### config.mk
export PLATFORM = sky130hd
export DESIGN_NAME = intersection_scheduler
export DESIGN_NICKNAME = d
export VERILOG_FILES = /design/src/rtl/intersection_scheduler.sv
export SDC_FILE = /design/constraint.sdc
export NUM_CORES = 1
export LEC_CHECK = 0
export ABC_AREA = 0
export CELL_PAD_IN_SITES_DETAIL_PLACEMENT = 2
export CELL_PAD_IN_SITES_GLOBAL_PLACEMENT = 2
export CORE_ASPECT_RATIO = 1.5
export CORE_MARGIN = 4
export CORE_UTILIZATION = 30
export DETAILED_ROUTE_END_ITERATION = 12
export DONT_BUFFER_PORTS = 1
export HOLD_SLACK_MARGIN = 0.06
export PLACE_DENSITY_LB_ADDON = 0.1
export SYNTH_ARGS = -nofsm -noshare
export SYNTH_HDL_FRONTEND = slang
export SYNTH_SLANG_ARGS = --single-unit
### constraint.sdc
create_clock -name clk -period 4.5 [get_ports clk]
set_clock_uncertainty 0.2 [all_clocks]
set_input_delay 0.45 -clock clk [delete_from_list [all_inputs] [get_ports clk]]
set_output_delay 0.45 -clock clk [all_outputs]
set_load 0.01 [all_outputs]
### src/rtl/intersection_scheduler.sv
// Phase sequencer for a two-way intersection with a pedestrian crossing and a night-flash mode.
// All timing is counted in blink ticks; the light outputs are decoded from the registered phase.
module intersection_scheduler #(
  parameter int C_INT_GREEN  = 10,
  parameter int C_INT_YELLOW = 2,
  parameter int C_INT_ALLRED = 1,
  parameter int C_INT_WALK   = 5
) (
  input  logic       clk,
  input  logic       rstb,
  input  logic       blink,
  input  logic       inMode,
  input  logic       inTraffic,
  input  logic       inPedestrian,
  output logic [1:0] outLightNS,
  output logic [1:0] outLightEW,
  output logic       outWalk,
  output logic       outPedWait,
  output logic [2:0] outState
);

  typedef enum logic [2:0] {
    AR_A  = 3'd0,
    NS_G  = 3'd1,
    NS_Y  = 3'd2,
    AR_B  = 3'd3,
    EW_G  = 3'd4,
    EW_Y  = 3'd5,
    WALK  = 3'd6,
    FLASH = 3'd7
  } state_t;

  localparam logic [1:0] L_RED    = 2'd0;
  localparam logic [1:0] L_GREEN  = 2'd1;
  localparam logic [1:0] L_YELLOW = 2'd2;

  localparam logic [7:0] GREEN_LAST  = 8'(C_INT_GREEN - 1);
  localparam logic [7:0] YELLOW_LAST = 8'(C_INT_YELLOW - 1);
  localparam logic [7:0] ALLRED_LAST = 8'(C_INT_ALLRED - 1);
  localparam logic [7:0] WALK_LAST   = 8'(C_INT_WALK - 1);

  state_t     state;
  state_t     nextState;
  logic [7:0] cnt;
  logic       carReq;
  logic       pedReq;
  logic       pedPrev;
  logic       flashPh;
  logic       pedEdge;

  assign pedEdge = inPedestrian & ~pedPrev;

  // Phase decisions happen only on a blink; night mode outranks request branches.
  always_comb begin
    nextState = state;
    if (blink) begin
      unique case (state)
        AR_A:  if (cnt == ALLRED_LAST) nextState = inMode ? FLASH : NS_G;
        NS_G:  if (inMode || (cnt >= GREEN_LAST && (carReq || pedReq))) nextState = NS_Y;
        NS_Y:  if (cnt == YELLOW_LAST) nextState = AR_B;
        AR_B:  if (cnt == ALLRED_LAST) begin
                 if (inMode)      nextState = FLASH;
                 else if (carReq) nextState = EW_G;
                 else if (pedReq) nextState = WALK;
                 else             nextState = AR_A;
               end
        EW_G:  if (inMode || cnt == GREEN_LAST) nextState = EW_Y;
        EW_Y:  if (cnt == YELLOW_LAST) nextState = (!inMode && pedReq) ? WALK : AR_A;
        WALK:  if (cnt == WALK_LAST) nextState = inMode ? FLASH : AR_A;
        FLASH: if (!inMode) nextState = AR_A;
      endcase
    end
  end

  // The counter saturates so an indefinitely held NS green keeps its minimum-green qualification.
  always_ff @(posedge clk or negedge rstb) begin
    if (!rstb) begin
      state   <= AR_A;
      cnt     <= '0;
      carReq  <= 1'b0;
      pedReq  <= 1'b0;
      pedPrev <= 1'b0;
      flashPh <= 1'b0;
    end else begin
      state <= nextState;
      if (nextState != state)           cnt <= '0;
      else if (blink && cnt != 8'hFF)   cnt <= cnt + 8'd1;
      if (nextState == EW_G && state != EW_G) carReq <= 1'b0;
      else if (inTraffic)                     carReq <= 1'b1;
      if (nextState == WALK) pedReq <= 1'b0;
      else if (pedEdge)      pedReq <= 1'b1;
      pedPrev <= inPedestrian;
      if (nextState == FLASH && state != FLASH) flashPh <= 1'b0;
      else if (state == FLASH && blink)         flashPh <= ~flashPh;
    end
  end

  always_comb begin
    outLightNS = L_RED;
    outLightEW = L_RED;
    unique case (state)
      NS_G:  outLightNS = L_GREEN;
      NS_Y:  outLightNS = L_YELLOW;
      EW_G:  outLightEW = L_GREEN;
      EW_Y:  outLightEW = L_YELLOW;
      FLASH: begin
        outLightNS = flashPh ? L_YELLOW : L_RED;
        outLightEW = flashPh ? L_YELLOW : L_RED;
      end
      default: ;
    endcase
  end

  assign outWalk    = (state == WALK);
  assign outPedWait = pedReq;
  assign outState   = state;

endmodule

==> results.json, run 1 <==
{
  "hold_viol": 0,
  "dieWidth_um": 58.93,
  "boundaryPins": 15,
  "required_ns": 4.44,
  "startpoint_type": "flip-flop",
  "die_h_um": 84.40,
  "first_global_vias": 1258,
  "vias": 1054,
  "synth_cell_type_count": 47,
  "syn_avg_cell_area_um2": 8.521,
  "grt_max_degree": 20,
  "finalSetupViolCount": 0,
  "intPower_mw": 0.3882,
  "ant_nets": 0,
  "hpwlAfterDp_mm": 2.953,
  "pwr-share-seq": 0.336,
  "p_switching_mw": 0.4010,
  "synthArstFlopShare": 1.000,
  "synth-seq-cells": 15,
  "cts_root_buf": "clkbuf_8",
  "finalMaxSlewViolations": 0,
  "routabilityCongestion": 0.8272,
  "grt_usage": 0.1658,
  "comb_power_share": 0.522,
  "cts_buffers": 3,
  "tightest_slew_ns": 0.8154,
  "grt_pass1_wl_mm": 6.251,
  "yosys_most_used_dff": "dfrtp_1",
  "syn-instance-count": 137,
  "clkLatencyLatePin_ns": 0.25,
  "diodes": 0,
  "start_util": 0.3141,
  "clk_pin_slew_worst_paths_ns": 0.07,
  "status": "finished, final reports clean",
  "wl_per_cell_um": 21.33,
  "fin_crit_ns": 2.757,
  "antenna_found_initial": 0,
  "first_pass_iters": 3,
  "rsz0062_at_grt": "false",
  "crit_arrival_ns": 2.70,
  "cp_max_fo": 4,
  "crit_path_end_kind": "flip-flop",
  "drt_iter0_drc": 28,
  "p_leak_nw": 0.5043,
  "max_freq_mhz": 362.7,
  "drive_gt1_frac": 0.09630,
  "yosysWarnings": 0,
  "syn-num-nets": 147,
  "hold_path_class": "in2reg",
  "slew_headroom": 0.4546,
  "std_cell_rows": 27,
  "seq_area_frac_synth": 0.3215,
  "io_buffers": 0,
  "clock_path_buffers": 2,
  "syn_to_final_growth_pct": 7.717,
  "synth_area_um2": 1167,
  "finalSetupTns_ns": 0,
  "synth_edf_count": 0,
  "cts.sinks": 15,
  "drt-total-wl_mm": 3.797,
  "pwr-share-clk": 0.142,
  "nets": 146,
  "cts_resized": 0,
  "viasPerCell": 5.921,
  "htree_levels": 1,
  "dieArea_um2": 4974,
  "post_cts.repair.setup_buffers": 0,
  "cts_tree": "built",
  "peakVddDrop_v": 0.0002441,
  "path_class": "reg2reg",
  "finalCritPeriodShare": 0.6127,
  "hold_slack_ns": 0.1334,
  "power_density_nw_per_um2": 627.6,
  "core_um2": 3716,
  "sw_frac_of_total": 0.5081,
  "drcViolationCount": 0,
  "gr-total-overflow": 0,
  "cap_violations": 0
}
[cell usage after synthesis (2+ instances only)]
cell type | count | area, um2
a211oi_1 | 2 | 15.01
a21oi_1 | 8 | 40.04
a31o_1 | 2 | 17.52
a31oi_2 | 2 | 25.02
a41oi_1 | 2 | 17.52
and3_1 | 3 | 18.77
clkbuf_1 | 7 | 26.28
dfrtp_1 | 15 | 375.4
ha_1 | 4 | 50.05
inv_1 | 8 | 30.03
nand2_1 | 5 | 18.77
nand2b_1 | 3 | 18.77
nand3_1 | 5 | 25.02
nand3b_1 | 3 | 22.52
nand4_1 | 6 | 37.54
nor2_1 | 18 | 67.56
nor2b_1 | 3 | 18.77
nor3_1 | 2 | 10.01
nor4_1 | 2 | 12.51
o21ai_0 | 4 | 20.02
or3_1 | 2 | 12.51
xnor2_1 | 3 | 26.28
xor2_1 | 4 | 35.03
[through the flow]
stage               worst slack, ns  power [mW]  cells  area (um2)    util
floorplan                     2.111      0.5637    137        1167       -
global placement              1.756      0.6709    172        1191  0.3205
detailed placement            1.747      0.6826    172        1191  0.3205
CTS                           1.734      0.8040    178        1257  0.3384
global route                  1.539      0.8560    178        1257  0.3384
finish                        1.743      0.7892    178        1257  0.3384
[flip-flops by register name, indices dropped and copies added, names as in the netlist]
name and count:
cnt 8, outState 3, flashPh 1, carReq 1, outPedWait 1, pedPrev 1
[logic make-up (layout without fill, tap and decap cells)]
family,count (synthesis),after routing,synth area share
simple gates,62,62,0.3194
flops,15,15,0.3215
buf+inv,16,14,0.05145
fa+ha+maj,4,4,0.04287
xor+xnor,7,7,0.05252
compound gates,33,33,0.2122
[layout by cell type, fill, tap and decap left out, types with 4 or more instances in the layout]
cell type | netlist | final
nor2_1 | 18 | 18
dfrtp_1 | 15 | 15
inv_1 | 8 | 8
a21oi_1 | 8 | 8
nand4_1 | 6 | 6
nand3_1 | 5 | 5
nand2_1 | 5 | 5
o21ai_0 | 4 | 4
xor2_1 | 4 | 4
ha_1 | 4 | 4
[layer usage]
metal  global-route usage  up-vias  part of all wire
li1                     -      492                 -
met1               0.1601      541              0.37
met2               0.3340       15              0.59
met3              0.02462        6             0.023
met4              0.05361        0             0.018
met5                    0        -                 0
[layout make-up]
cell class / instances / area (um2)
Inverter: 8 / 30.03
Timing Repair Buffer: 2 / 20.02
Clock buffer: 3 / 41.29
Tap cell: 43 / 53.80
Fill cell: 442 / 2459
Multi-Input combinational cell: 106 / 732.0
Sequential cell: 15 / 375.4
Clock inverter: 1 / 5.005
[power by group through the flow]
stage               Clock [mW]  Sequential, mW  Combinational [mW]
global placement             0           0.267               0.404
floorplan                    0           0.205               0.358
global route             0.123           0.275               0.457
finish                   0.112           0.265               0.412
CTS                      0.118           0.267               0.420
detailed placement           0           0.269               0.414
[final timing paths]
kind | start | depth (start not counted) | endpoint | slack [ns]
worst min register to register | pedPrev | 3 | outPedWait | 0.37
worst max-delay path | cnt[1] | 9 | flashPh | 1.74
worst max register to register | cnt[1] | 9 | flashPh | 1.74
min in group asynchronous | rstb | 1 | cnt[3] | 0.54
max in group asynchronous | rstb | 1 | outState[2] | 3.06
worst min-delay path | blink | 1 | outState[2] | 0.13
[repair_timing]
item / in CTS / in global routing
endpoints found under the setup margin: 0 / 0
hold buffers: 2 / 0
hold endpoints to repair: 16 / 0
[worst max-delay path, stage by stage, from the launching register on]
cell       delay, ns
dfrtp_1         0.42
inv_1           0.13
ha_1            0.23
or3b_1          0.40
nor4_1          0.29
a211oi_1        0.12
and3b_1         0.23
o22ai_2         0.23
o2111ai_1       0.17
a31o_1          0.24
No activity file was read; power rests on OpenSTA's default activity.
==> run 2: changes to the inputs <==
- clock period: 4.5 -> 2.8 ns (I/O delays scaled with it)
==> results.json, run 2 (synthesized netlist as in run 1, its figures left out) <==
{
  "startpoint_type": "flip-flop",
  "largest_register_ffs": 8,
  "clk_pin_slew_worst_paths_ns": 0.06,
  "cp.depth": 7,
  "cp_max_fo": 5,
  "path_class": "reg2reg",
  "slowest_stage": "or4_4",
  "reg2reg_depth": 7,
  "dieArea_um2": 4974,
  "grt_pass1_wl_mm": 6.237,
  "pwr-share-clk": 0.129,
  "cts_root_buf": "clkbuf_8",
  "hpwlAfterDp_mm": 2.959,
  "worst-path-buf-inv": 0,
  "multi_input_area_um2": 750.7,
  "first_global_vias": 1200,
  "clock_path_buffers": 2,
  "finalCritPeriodShare": 0.9225,
  "slowest_delay_ns": 0.60,
  "boundaryPins": 15,
  "fill_cells": 446,
  "routabilityCongestion": 0.8218,
  "dieWidth_um": 58.93,
  "max_freq_mhz": 387.1,
  "rsz0062_at_grt": "false",
  "crit_start": "cnt[6]",
  "ant_nets": 0,
  "regArea_um2": 375.4,
  "intPower_mw": 0.7015,
  "grt_usage": 0.1657,
  "nets": 157,
  "diodes": 0,
  "tightest_slew_ns": 0.7177,
  "clkLatencyLatePin_ns": 0.25,
  "drt_iter0_drc": 36,
  "die_h_um": 84.40,
  "hold_path_class": "in2reg",
  "p_switching_mw": 0.6720,
  "crit_arrival_ns": 2.52,
  "io_buffers": 0,
  "peakVddDrop_v": 0.0004958,
  "hold_viol": 0,
  "crit_path_end_kind": "flip-flop",
  "cts_tree": "built",
  "final_cell_mix": "17 x nor2_1, 15 x dfrtp_1, 9 x buf_4, 8 x a21oi_1, 7 x inv_1",
  "finalSetupViolCount": 0,
  "hp-start": "blink",
  "status": "finished, final reports clean",
  "first_pass_iters": 4,
  "regToRegStartpoint": "cnt[6]",
  "drt-total-wl_mm": 3.791,
  "hold_slack_ns": 0.09603,
  "path_cells": "or4_4 > nor4_1 > or3_1 > a211oi_2 > a31oi_2 > o2111ai_1 > a31o_1",
  "start_util": 0.3141,
  "gr-total-overflow": 0,
  "std_cell_rows": 27,
  "critical_path.top_delay_family": "simple AND/OR/NAND/NOR gates",
  "required_ns": 2.74,
  "comb_power_share": 0.579,
  "regMostFlops": "cnt",
  "grt_max_degree": 16,
  "drive_gt1_frac": 0.1712,
  "cts_buffers": 3,
  "htree_levels": 1,
  "antenna_found_initial": 0,
  "sw_frac_of_total": 0.4893,
  "core_um2": 3716,
  "p_leak_nw": 0.5525,
  "fin_crit_ns": 2.583,
  "hold_depth": 3,
  "slew_headroom": 0.5200,
  "pwr-share-seq": 0.292,
  "drcViolationCount": 0,
  "vias": 1069,
  "syn_to_final_growth_pct": 16.72,
  "cts.sinks": 15,
  "finalMaxSlewViolations": 0,
  "viasPerCell": 5.656,
  "wl_per_cell_um": 20.06,
  "finalSetupTns_ns": 0,
  "cap_violations": 0,
  "layout_commonest_cell": "nor2_1",
  "power_density_nw_per_um2": 1008
}
run 2: path summary, 6_finish.rpt:
kind                          endpoint  slack (ns)
hold / removal             outState[0]         0.1
max in group asynchronous       cnt[3]        1.62
hold reg to reg             outPedWait        0.36
min in group asynchronous      pedPrev        0.33
setup / recovery               flashPh        0.22
setup reg to reg               flashPh        0.22
run 2: routing by layer:
layer / track usage / wire length, um
met5: 0 / 0
met4: 0.03505 / 23
met3: 0.02308 / 62
met2: 0.3249 / 2231
met1: 0.1776 / 1473
run 2: area by class of cell:
| class | count | share of cell area |
|---|---|---|
| clock buffers | 4 | 0.03306 |
| inverters | 8 | 0.02204 |
| multi-input cells | 106 | 0.5510 |
| flip-flops and latches | 15 | 0.2755 |
| well taps | 43 | 0.03949 |
| repair buffers | 13 | 0.07897 |
run 2: power by group through the flow:
stage | clock [mW] | combinational, mW | sequential (mW)
2_1_floorplan | 0 | 0.576 | 0.330
6_report | 0.177 | 0.795 | 0.401
5_1_grt | 0.196 | 0.887 | 0.419
3_5_place_dp | 0 | 0.747 | 0.404
3_3_place_gp | 0 | 0.724 | 0.402
4_1_cts | 0.183 | 0.762 | 0.402
run 2: repair_timing:
item / in CTS / in global routing
hold buffers: 4 / 0
setup endpoints to repair: 0 / 9
setup buffers: 0 / 1
endpoints found under the hold margin: 21 / 0
resized for setup: 0 / 5
run 2: worst min-delay path, cell delays in order:
cell,delay [ns]
nand3_1,0.04
o21ai_0,0.09
a31oi_2,0.08
run 2: per-stage QoR:
step	util	instance area [um2]	total power, mW	worst slack (ns)	instances
6_report	0.3667	1363	1.373	0.2170	189
5_1_grt	0.3667	1363	1.502	0.05749	189
4_1_cts	0.3596	1336	1.347	0.09349	188
3_5_place_dp	0.3367	1251	1.151	0.1044	180
3_3_place_gp	0.3367	1251	1.126	0.2325	180
2_1_floorplan	-	1167	0.9060	0.4115	137
